### src/rtl/uart_rx.sv
// uart_rx: 8N1 serial receiver with mid-bit sampling, stop-bit check and a
// held-low (break) guard. Defining UART_RX_PARITY_EN switches the frame to
// 8E1 and adds the PARITY state and the parity_err strobe.
// The line passes a two-flop synchronizer plus one retiming flop (rx_s_q).
// As a result, the first edge that captures a falling rx is E0, and the FSM
// leaves IDLE at E3.
module uart_rx #(
  parameter int CLKS_PER_BIT = 16
) (
  input  logic       clk,
  input  logic       reset,
  input  logic       rx,
  output logic [7:0] data,
  output logic       valid,
  output logic       busy,
`ifdef UART_RX_PARITY_EN
  output logic       parity_err,
`endif
  output logic       frame_err
);

  localparam int H  = CLKS_PER_BIT / 2;
  localparam int CW = $clog2(CLKS_PER_BIT);
  localparam logic [CW-1:0] CNT_BIT_LAST  = CW'(CLKS_PER_BIT - 1);
  localparam logic [CW-1:0] CNT_HALF_LAST = CW'(H - 1);
  localparam logic [CW-1:0] CNT_ZERO      = {CW{1'b0}};

  localparam logic [2:0] ST_IDLE      = 3'd0;
  localparam logic [2:0] ST_START     = 3'd1;
  localparam logic [2:0] ST_DATA      = 3'd2;
`ifdef UART_RX_PARITY_EN
  localparam logic [2:0] ST_PARITY    = 3'd3;
`endif
  localparam logic [2:0] ST_STOP      = 3'd4;
  localparam logic [2:0] ST_WAIT_HIGH = 3'd5;

`ifdef UART_RX_PARITY_EN
  // Even parity bit for a byte: makes the total count of ones even.
  function automatic logic even_parity(input logic [7:0] b);
    return ^b;
  endfunction
`endif

  logic [1:0]    sync_q, sync_d;
  logic          rx_s_q, rx_s_d;
  logic [2:0]    state_q, state_d;
  logic [CW-1:0] cnt_q, cnt_d;
  logic [2:0]    bit_idx_q, bit_idx_d;
  logic [7:0]    shift_q, shift_d;
  logic [7:0]    data_q, data_d;
  logic          valid_q, valid_d;
  logic          busy_q, busy_d;
  logic          frame_err_q, frame_err_d;
  logic          frame_ok_s;
`ifdef UART_RX_PARITY_EN
  logic          parity_bad_q, parity_bad_d;
  logic          parity_err_q, parity_err_d;
`endif

  // Next-state logic: synchronizer shift, frame FSM, strobes and byte capture.
  always_comb begin
    sync_d      = {sync_q[0], rx};
    rx_s_d      = sync_q[1];
    state_d     = state_q;
    cnt_d       = cnt_q;
    bit_idx_d   = bit_idx_q;
    shift_d     = shift_q;
    data_d      = data_q;
    valid_d     = 1'b0;
    frame_err_d = 1'b0;
`ifdef UART_RX_PARITY_EN
    parity_bad_d = parity_bad_q;
    parity_err_d = 1'b0;
    frame_ok_s   = !parity_bad_q;
`else
    frame_ok_s   = 1'b1;
`endif

    case (state_q)
      ST_IDLE: begin
        if (!rx_s_q) begin
          state_d = ST_START;
          cnt_d   = CNT_ZERO;
        end else begin
          state_d = ST_IDLE;
        end
      end
      ST_START: begin
        if (cnt_q == CNT_HALF_LAST) begin
          cnt_d     = CNT_ZERO;
          bit_idx_d = 3'd0;
          if (!rx_s_q) begin
            state_d = ST_DATA;
          end else begin
            state_d = ST_IDLE;  // glitch shorter than half a bit
          end
        end else begin
          cnt_d = cnt_q + 1'b1;
        end
      end
      ST_DATA: begin
        if (cnt_q == CNT_BIT_LAST) begin
          cnt_d     = CNT_ZERO;
          shift_d   = {rx_s_q, shift_q[7:1]};
          bit_idx_d = bit_idx_q + 3'd1;
          if (bit_idx_q == 3'd7) begin
`ifdef UART_RX_PARITY_EN
            state_d = ST_PARITY;
`else
            state_d = ST_STOP;
`endif
          end else begin
            state_d = ST_DATA;
          end
        end else begin
          cnt_d = cnt_q + 1'b1;
        end
      end
`ifdef UART_RX_PARITY_EN
      ST_PARITY: begin
        if (cnt_q == CNT_BIT_LAST) begin
          cnt_d        = CNT_ZERO;
          parity_bad_d = (rx_s_q != even_parity(shift_q));
          state_d      = ST_STOP;
        end else begin
          cnt_d = cnt_q + 1'b1;
        end
      end
`endif
      ST_STOP: begin
        if (cnt_q == CNT_BIT_LAST) begin
          cnt_d = CNT_ZERO;
`ifdef UART_RX_PARITY_EN
          parity_err_d = parity_bad_q;
`endif
          if (rx_s_q) begin
            state_d = ST_IDLE;
            if (frame_ok_s) begin
              data_d  = shift_q;
              valid_d = 1'b1;
            end else begin
              valid_d = 1'b0;
            end
          end else begin
            frame_err_d = 1'b1;
            state_d     = ST_WAIT_HIGH;
          end
        end else begin
          cnt_d = cnt_q + 1'b1;
        end
      end
      ST_WAIT_HIGH: begin
        if (rx_s_q) begin
          state_d = ST_IDLE;
        end else begin
          state_d = ST_WAIT_HIGH;
        end
      end
      default: begin
        state_d = ST_IDLE;
        cnt_d   = CNT_ZERO;
      end
    endcase

    busy_d = (state_d != ST_IDLE);
  end

  // State and output registers; reset returns the line view to idle-high.
  always_ff @(posedge clk or posedge reset) begin
    if (reset) begin
      sync_q       <= 2'b11;
      rx_s_q       <= 1'b1;
      state_q      <= ST_IDLE;
      cnt_q        <= CNT_ZERO;
      bit_idx_q    <= 3'd0;
      shift_q      <= 8'h00;
      data_q       <= 8'h00;
      valid_q      <= 1'b0;
      busy_q       <= 1'b0;
      frame_err_q  <= 1'b0;
`ifdef UART_RX_PARITY_EN
      parity_bad_q <= 1'b0;
      parity_err_q <= 1'b0;
`endif
    end else begin
      sync_q       <= sync_d;
      rx_s_q       <= rx_s_d;
      state_q      <= state_d;
      cnt_q        <= cnt_d;
      bit_idx_q    <= bit_idx_d;
      shift_q      <= shift_d;
      data_q       <= data_d;
      valid_q      <= valid_d;
      busy_q       <= busy_d;
      frame_err_q  <= frame_err_d;
`ifdef UART_RX_PARITY_EN
      parity_bad_q <= parity_bad_d;
      parity_err_q <= parity_err_d;
`endif
    end
  end

  assign data      = data_q;
  assign valid     = valid_q;
  assign busy      = busy_q;
  assign frame_err = frame_err_q;
`ifdef UART_RX_PARITY_EN
  assign parity_err = parity_err_q;
`endif

endmodule

### config.mk
export PLATFORM = sky130hd
export DESIGN_NAME = uart_rx
export DESIGN_NICKNAME = d
export VERILOG_FILES = /design/src/rtl/uart_rx.sv
export SDC_FILE = /design/constraint.sdc
export NUM_CORES = 1
export LEC_CHECK = 0
export CAP_MARGIN = 15
export CORE_MARGIN = 5
export CORE_UTILIZATION = 45
export DETAILED_ROUTE_END_ITERATION = 8
export PLACE_DENSITY = 0.74
export SETUP_SLACK_MARGIN = 0.2
export SLEW_MARGIN = 20
export SYNTH_ARGS = -nofsm -noshare
export SYNTH_HDL_FRONTEND = slang
export SYNTH_SLANG_ARGS = --single-unit
export TNS_END_PERCENT = 10
### constraint.sdc
create_clock -name clk -period 2.4 [get_ports clk]
set_input_delay 0.48 -clock clk [delete_from_list [all_inputs] [get_ports clk]]
set_output_delay 0.48 -clock clk [all_outputs]
set_load 0.02 [all_outputs]
==> impl_metrics.yaml, run 1 <==
outcome:
  status: "finished, final reports clean"
clocking:
  numCtsBuffers: 5
  cts.reportedPaths.clkPinSlew_ns: 0.10
  clock_sinks: 32
  holdBufCountCts: 0
  postCtsSetupBuffers: 0
  cts.repair.resized: 0
  insertion_delay_ns: 0.33
  htreeDepth: 2
  cts_max_path_buffers: 2
  cts_root_buffer: "clkbuf_4"
  cts_tree: "done"
setup_path:
  worstPathRequired_ns: 2.62
  reg2reg_to: "data[3]$_DFFE_PP0P_"
  worstReg2RegStart: "cnt_q[0]$_DFFE_PP0P_"
  cp.depth: 4
  critPathKind: "flip-flop to flip-flop"
  start_kind: "flip-flop"
  cp_top_family: "simple AND/OR/NAND/NOR gates"
  slowest_stage: "nor4_4"
  cp_slowest_stage_delay_ns: 0.57
  reg2reg_slack_ns: 0.52
  crit_path_cell_trace: "ha_1 -> nand3_2 -> nor4_4 -> mux2_2"
  r2r_cells: 4
  endpoint_kind: "flip-flop"
  crit_buf_inv: 0
  cp.arrival_ns: 2.10
  worstPathMaxFanout: 9
min_path:
  hold_path_end: "rx_s_q$_DFF_PP1_"
  hp-start: "sync_q[1]$_DFF_PP1_"
  hp-class: "flip-flop to flip-flop"
  holdPathStages: 0
timing:
  timing.setup.tns_ns: 0
  slew_viol_final: 0
  finClkSkew_ns: 0.008489
  fmax_mhz: 531.6
  worst_pin_slew_ns: 0.6245
  setup_viol_count_final: 0
  min_period_ns: 1.881
  fin_crit_sh_pct: 78.37
  grt_setup_unrepaired: "no"
  holdWs_ns: 0.3617
  timing.final.hold_violations: 0
  layout_setup_ws_ns: 0.5191
  relSlewSlack_pct: 58.06
detailed_routing:
  wirelength_um: 2483
  drc: 0
  firstDrtPassIters: 4
  initialDrtViolationCount: 10
  viasPerCell: 5.339
  wl_per_cell_um: 14.27
  dr_total_vias: 929
  drtAntennaViolNets: 0
synth:
  yosys.area_share.simple_pct: 13.16
  synth_area_per_cell_um2: 12.51
  yosysUniqueCellTypes: 33
  yosysMostFrequentCell: "dfrtp_1"
  synth.area.top_cells: "dfrtp_1, mux2_2, dfstp_2"
  async_flop_share_pct: 100.0
  yosysSeqAreaShare_pct: 56.40
  synth_xor_xnor_area_share_pct: 0.6140
  synth.cell_area_um2: 1426
  syn_inst: 114
  yosysTopAreaCell: "dfrtp_1"
  synthMuxAreaShare_pct: 14.74
  yosys_warnings: 0
  synth_top_area_share_pct: 50.88
  ys_top_cells_by_count: "dfrtp_1, mux2_2, nand2_1"
  synthAdderAreaFrac_pct: 3.333
  synthFlopType: "dfrtp_1"
  synth-compound-area-share_pct: 7.456
  synth_nets: 120
  synth_top_family_by_area: "multiplexers"
  synth.ff_latch_count: 32
  synth_edf_count: 0
final_layout:
  drive_above_1_share_pct: 24.62
  n_antenna_cell: 0
  final_core_util_pct: 54.88
  fillers: 282
  final_cell_area_um2: 1675
  area_growth_pct: 17.46
  nets: 135
  stdcell_count: 174
pwr:
  peakVddDrop_mv: 0.5150
  finalPower_mw: 1.430
  p_per_area_nw_per_um2: 853.6
  p_leak_nw: 0.7593
global_routing:
  grt_max_degree: 33
  grt_pass1_wl_um: 4719
  antenna_found_initial: 0
  grt_overflow: 0
  grt_pass1_vias: 1018
  track_usage_pct: 14.08
die:
  die-area_um2: 4396
  dieWidth_um: 66.30
  core_um2: 3053
  initial_core_util_pct: 46.72
  die_height_um: 66.30
  rows: 20
  num_io_pins: 14
place:
  gp_congestion: 0.7446
  dpl_worst_slack_ns: 0.5481
  dp_cells: 166
  io_buffers: 13
  post_dp_cell_area_um2: 1580
  dpl.hpwl_um: 1713
job:
  cap_viol_max_count: 0
[layout make-up]
| class | count | area [µm²] | share of cell area, % |
|---|---|---|---|
| Sequential cell | 32 | 804.5 | 48.02 |
| Multi-Input combinational cell | 70 | 560.5 | 33.46 |
| Timing Repair Buffer | 14 | 137.6 | 8.215 |
| Clock buffer | 7 | 65.06 | 3.883 |
| Tap cell | 44 | 55.05 | 3.286 |
| Clock inverter | 1 | 30.03 | 1.792 |
| Inverter | 6 | 22.52 | 1.344 |
[power by group]
part,internal (mW),switching [mW],total [mW]
registers,0.595,0.0941,0.689
clock network,0.277,0.184,0.461
logic,0.147,0.133,0.280
total,1.02,0.411,1.43
[registers in the layout, summed over array words and instances (netlist names)]
signal     count
valid          1
sync_q         2
state_q        3
frame_err      1
rx_s_q         1
busy           1
data           8
cnt_q          4
bit_idx_q      3
shift_q        8
[metal layers]
metal  track usage (%)  routed length [µm]  vias up  share of wire [%]
li1                  -                   -      436                  -
met1             18.42                1095      465                 44
met2             22.30                1254       23                 51
met3             3.231                  99        5                4.0
met4             5.838                  34        0                1.4
met5                 0                   0        -                  0
[cell usage in the layout, fill, tap and decap left out, types with 4 or more instances in the layout]
master           synthesis  final
nand2_1                  8      8
nor2_1                   4      4
nor3_1                   7      7
mux2_2                  16     16
clkdlybuf4s50_1          0     13
dfrtp_1                 29     29
inv_1                    6      6
clkbuf_4                 0      5
[cells by family after synthesis]
family                     Yosys count
xor gates and xnor gates             1
and+or+nand+nor                     32
buffers and inverters               12
adders and majority gates            4
DFF                                 32
AOI/OAI and AO/OA                   14
muxes                               19
[worst max-delay path by stage]
stage	startpoint	end	slack [ns]
floorplan	cnt_q[0]$_DFFE_PP0P_	busy$_DFF_PP0_	0.70
global placement	cnt_q[0]$_DFFE_PP0P_	data[5]$_DFFE_PP0P_	0.59
detailed placement	cnt_q[0]$_DFFE_PP0P_	data[3]$_DFFE_PP0P_	0.55
CTS	cnt_q[0]$_DFFE_PP0P_	data[3]$_DFFE_PP0P_	0.51
global route	state_q[0]$_DFF_PP0_	shift_q[4]$_DFFE_PP0P_	0.42
finish	cnt_q[0]$_DFFE_PP0P_	data[3]$_DFFE_PP0P_	0.52
No activity file was read; power rests on OpenSTA's default activity.
==> run 2: changes to the inputs <==
- PLACE_DENSITY: 0.74 -> 0.77
- clock period: 2.4 -> 1.6 ns (I/O delays scaled with it)
==> impl_metrics.yaml, run 2 (synthesized netlist as in run 1, its figures left out) <==
die:
  rows: 20
  die_height_um: 66.30
  initial_core_util_pct: 46.72
  num_io_pins: 14
  dieWidth_um: 66.30
  die-area_um2: 4396
  core_um2: 3053
detailed_routing:
  drc: 0
  viasPerCell: 5.234
  firstDrtPassIters: 4
  wl_per_cell_um: 15.69
  dr_total_vias: 1005
  wirelength_um: 3012
  drtAntennaViolNets: 0
  initialDrtViolationCount: 47
clocking:
  numCtsBuffers: 5
  cts_tree: "done"
  cts.reportedPaths.clkPinSlew_ns: 0.09
  clock_sinks: 32
  cts_root_buffer: "clkbuf_4"
  cts_max_path_buffers: 2
  htreeDepth: 2
  insertion_delay_ns: 0.31
  holdBufCountCts: 0
place:
  io_buffers: 13
  gp_congestion: 0.8121
  dpl.hpwl_um: 2032
  post_dp_cell_area_um2: 1685
  dp_cells: 176
setup_path:
  slowest_stage: "dfrtp_1"
  worstPathRequired_ns: 1.80
  cp_slowest_stage_delay_ns: 0.43
  endpoint_kind: "flip-flop"
  cp.arrival_ns: 1.80
  crit_path_cell_trace: "ha_4 -> and3_4 -> nand2_1 -> a22o_1 -> or3_1"
  critPathKind: "flip-flop to flip-flop"
  start_kind: "flip-flop"
  worstPathMaxFanout: 6
  crit_buf_inv: 0
  cp_top_family: "simple AND/OR/NAND/NOR gates"
timing:
  timing.final.hold_violations: 0
  grt_setup_unrepaired: "yes"
  finClkSkew_ns: 0.009287
  fmax_mhz: 625.5
  worst_pin_slew_ns: 0.3872
  slew_viol_final: 0
  holdWs_ns: 0.2926
  relSlewSlack_pct: 73.52
  setup_viol_count_final: 0
  fin_crit_sh_pct: 99.92
  min_period_ns: 1.599
global_routing:
  grt_pass1_vias: 1018
  grt_pass1_wl_um: 4974
  antenna_found_initial: 0
  grt_max_degree: 23
  track_usage_pct: 15.08
  grt_overflow: 0
outcome:
  status: "finished, final reports clean"
pwr:
  p_per_area_nw_per_um2: 1193
  finalPower_mw: 2.247
  peakVddDrop_mv: 0.7064
  p_leak_nw: 0.8787
final_layout:
  drive_above_1_share_pct: 41.22
  fillers: 241
  n_antenna_cell: 0
  stdcell_count: 192
  layout.cells.most_common_list: "dfrtp_1, buf_4, mux2_2"
  mostFrequentLayoutCell: "dfrtp_1"
  nets: 153
  area_growth_pct: 32.11
  final_cell_area_um2: 1884
min_path:
  hp-class: "primary input to asynchronous set/reset pin"
job:
  cap_viol_max_count: 0
[run 2: layer usage]
metal  GRT usage, %  vias to the layer above  share of wire, %
met5              0                        -                 0
met4          2.284                        0                 0
met3          5.272                        0               4.3
met2          25.40                       20                50
met1          18.92                      521                46
li1               -                      464                 -
[run 2: report_power, final]
group / internal (mW) / total [mW] / switching [mW]
Sequential: 0.897 / 0.995 / 0.0983
Clock: 0.175 / 0.411 / 0.236
Combinational: 0.459 / 0.842 / 0.382
Total: 1.53 / 2.25 / 0.716
[run 2: what timing repair did]
| item | CTS | global route |
|---|---|---|
| setup endpoints to repair | 34 | 32 |
| endpoints found under the hold margin | 0 | 0 |
| resized for setup | 18 | 21 |
| pin swaps | 1 | 9 |
| buffers inserted | 1 | 7 |
[run 2: tightest hold or removal path: cells and delay by family]
kind | cells | cell delay, ns
buffers and inverters | 3 | 0.64
[run 2: path summary, 6_finish.rpt]
path / cells after the start / to / slack [ns] / start
min in group clk: 0 / rx_s_q$_DFF_PP1_ / 0.36 / sync_q[1]$_DFF_PP1_
hold reg to reg: 0 / rx_s_q$_DFF_PP1_ / 0.36 / sync_q[1]$_DFF_PP1_
max in group asynchronous: 3 / sync_q[0]$_DFF_PP1_ / 0.97 / reset
setup reg to reg: 5 / busy$_DFF_PP0_ / 0.001 / cnt_q[1]$_DFFE_PP0P_
setup / recovery: 5 / busy$_DFF_PP0_ / 0.001 / cnt_q[1]$_DFFE_PP0P_
hold / removal: 3 / state_q[1]$_DFF_PP0_ / 0.29 / reset
[run 2: final cells by class]
class / instances / area, µm² / share of cell area [%]
inverters: 6 / 22.52 / 1.195
flip-flops and latches: 32 / 805.8 / 42.76
clock buffers: 8 / 48.80 / 2.590
multi-input cells: 70 / 661.9 / 35.13
repair buffers: 32 / 290.3 / 15.41
well taps: 44 / 55.05 / 2.922
[run 2: metrics by stage]
| stage | setup TNS, ns | setup slack [ns] | utilization, % |
|---|---|---|---|
| finish | 0 | 0.001232 | 61.72 |
| global route | -0.07577 | -0.05127 | 61.72 |
| CTS | -0.01179 | -0.01179 | 57.50 |
| detailed placement | -0.004367 | -0.004367 | 55.20 |
| global placement | 0 | 0.02600 | 55.20 |
| floorplan | 0 | 0.02406 | - |
==> run 3: changes to the inputs <==
- CELL_PAD_IN_SITES_DETAIL_PLACEMENT: default -> 2
- CELL_PAD_IN_SITES_GLOBAL_PLACEMENT: default -> 2
- CORE_UTILIZATION: 45 -> 34
- PLACE_DENSITY: 0.77 -> 0.82
==> impl_metrics.yaml, run 3 (synthesized netlist as in run 1, its figures left out) <==
outcome:
  status: "finished, final reports clean"
timing:
  layout_setup_ws_ns: 0.04402
  worst_pin_slew_ns: 0.3916
  grt_setup_unrepaired: "yes"
  fin_crit_sh_pct: 97.25
  relSlewSlack_pct: 73.86
  min_period_ns: 1.556
  slew_viol_final: 0
  setup_viol_count_final: 0
  finClkSkew_ns: 0.01110
  timing.final.hold_violations: 0
  fmax_mhz: 642.7
detailed_routing:
  firstDrtPassIters: 2
  viasPerCell: 5.126
  wl_per_cell_um: 19.02
  drc: 0
  drtAntennaViolNets: 0
  dr_total_vias: 1020
  wirelength_um: 3785
  initialDrtViolationCount: 18
final_layout:
  drive_above_1_share_pct: 44.97
  layout.cells.most_common_list: "dfrtp_1, buf_4, mux2_2"
  final_core_util_pct: 48.29
  nets: 154
  mostFrequentLayoutCell: "dfrtp_1"
  n_antenna_cell: 0
  area_growth_pct: 36.40
  fillers: 417
global_routing:
  grt_pass1_vias: 1236
  grt_max_degree: 22
  track_usage_pct: 15.71
  grt_pass1_wl_um: 6292
  antenna_found_initial: 0
  grt_overflow: 0
clocking:
  holdBufCountCts: 0
  cts_tree: "done"
  cts_root_buffer: "clkbuf_8"
  cts_max_path_buffers: 2
  cts.reportedPaths.clkPinSlew_ns: 0.07
  numCtsBuffers: 5
  insertion_delay_ns: 0.29
  clock_sinks: 32
  htreeDepth: 2
die:
  initial_core_util_pct: 35.40
  core_um2: 4029
  num_io_pins: 14
  die-area_um2: 5591
  die_height_um: 74.77
  dieWidth_um: 74.77
  rows: 23
pwr:
  p_per_area_nw_per_um2: 1279
  finalPower_mw: 2.489
  peakVddDrop_mv: 0.7729
  p_leak_nw: 0.9066
setup_path:
  start_kind: "flip-flop"
  worstPathMaxFanout: 10
  endpoint_kind: "flip-flop"
  worstPathRequired_ns: 1.78
  critPathKind: "flip-flop to flip-flop"
  cp.arrival_ns: 1.73
min_path:
  hp-class: "primary input to asynchronous set/reset pin"
place:
  dpl_worst_slack_ns: -0.04054
  gp_congestion: 0.8255
  dpl.hpwl_um: 2480
  io_buffers: 13
job:
  cap_viol_max_count: 0
==> run 3: cell count changes in the layout (fill, tap and decap cells not counted), sizes merged <==
cell / delta
clkdlybuf4s15: -6
clkbuf: -1
clkinvlp: +1
buf: +1
dlygate4sd2: +6
==> run 3: area by class of cell <==
type / count / area, µm² / area share (%)
clock buffers: 7 / 86.33 / 4.437
clock inverters: 1 / 7.507 / 0.3859
inverters: 6 / 22.52 / 1.158
multi-input cells: 70 / 684.4 / 35.18
flip-flops and latches: 32 / 808.3 / 41.54
well taps: 50 / 62.56 / 3.215
repair buffers: 33 / 274.0 / 14.08
==> run 3: path summary, 6_finish.rpt <==
path	slack [ns]	cells past startpoint	endpoint	start
max in group asynchronous	0.91	3	sync_q[0]$_DFF_PP1_	reset
setup reg to reg	0.04	5	shift_q[6]$_DFFE_PP0P_	cnt_q[0]$_DFFE_PP0P_
hold / removal	0.19	2	valid$_DFF_PP0_	reset
hold reg to reg	0.36	0	rx_s_q$_DFF_PP1_	sync_q[1]$_DFF_PP1_
setup / recovery	0.04	5	shift_q[6]$_DFFE_PP0P_	cnt_q[0]$_DFFE_PP0P_
min in group clk	0.36	0	rx_s_q$_DFF_PP1_	sync_q[1]$_DFF_PP1_
==> run 3: metrics by stage <==
step / instance area (µm²) / hold slack [ns] / cells / TNS [ns]
final: 1946 / 0.1899 / 199 / 0
after global routing: 1946 / 0.2123 / 199 / -0.02321
after CTS: 1847 / 0.1791 / 194 / -0.02748
after floorplan: 1465 / 0.3245 / 114 / 0
after detailed placement: 1723 / 0.3473 / 186 / -0.04054
after global placement: 1723 / 0.3472 / 186 / 0
==> run 3: where the power goes <==
group          total [mW]  switching [mW]  leakage [nW]  internal [mW]
combinational       0.785           0.371         0.444          0.414
sequential           1.04           0.146         0.418          0.899
clock               0.659           0.310        0.0445          0.349
==> run 3: repair_timing <==
| item | CTS | global route |
|---|---|---|
| endpoints found under the setup margin | 36 | 25 |
| resized for setup | 22 | 11 |
| pin swaps | 3 | 7 |
| setup buffers | 0 | 5 |
==> run 3: routing by layer <==
layer	GRT usage [%]	vias up	wire length (µm)
li1	-	468	-
met1	16.22	530	1475
met2	29.27	16	2099
met3	5.474	6	151
met4	5.534	0	59
met5	0	-	0
==> run 3: critical path, stage by stage, from the launching register on <==
cell	delay (ns)
dfrtp_1	0.42
ha_4	0.20
and3_4	0.21
buf_4	0.15
nand2_8	0.10
mux2_2	0.36
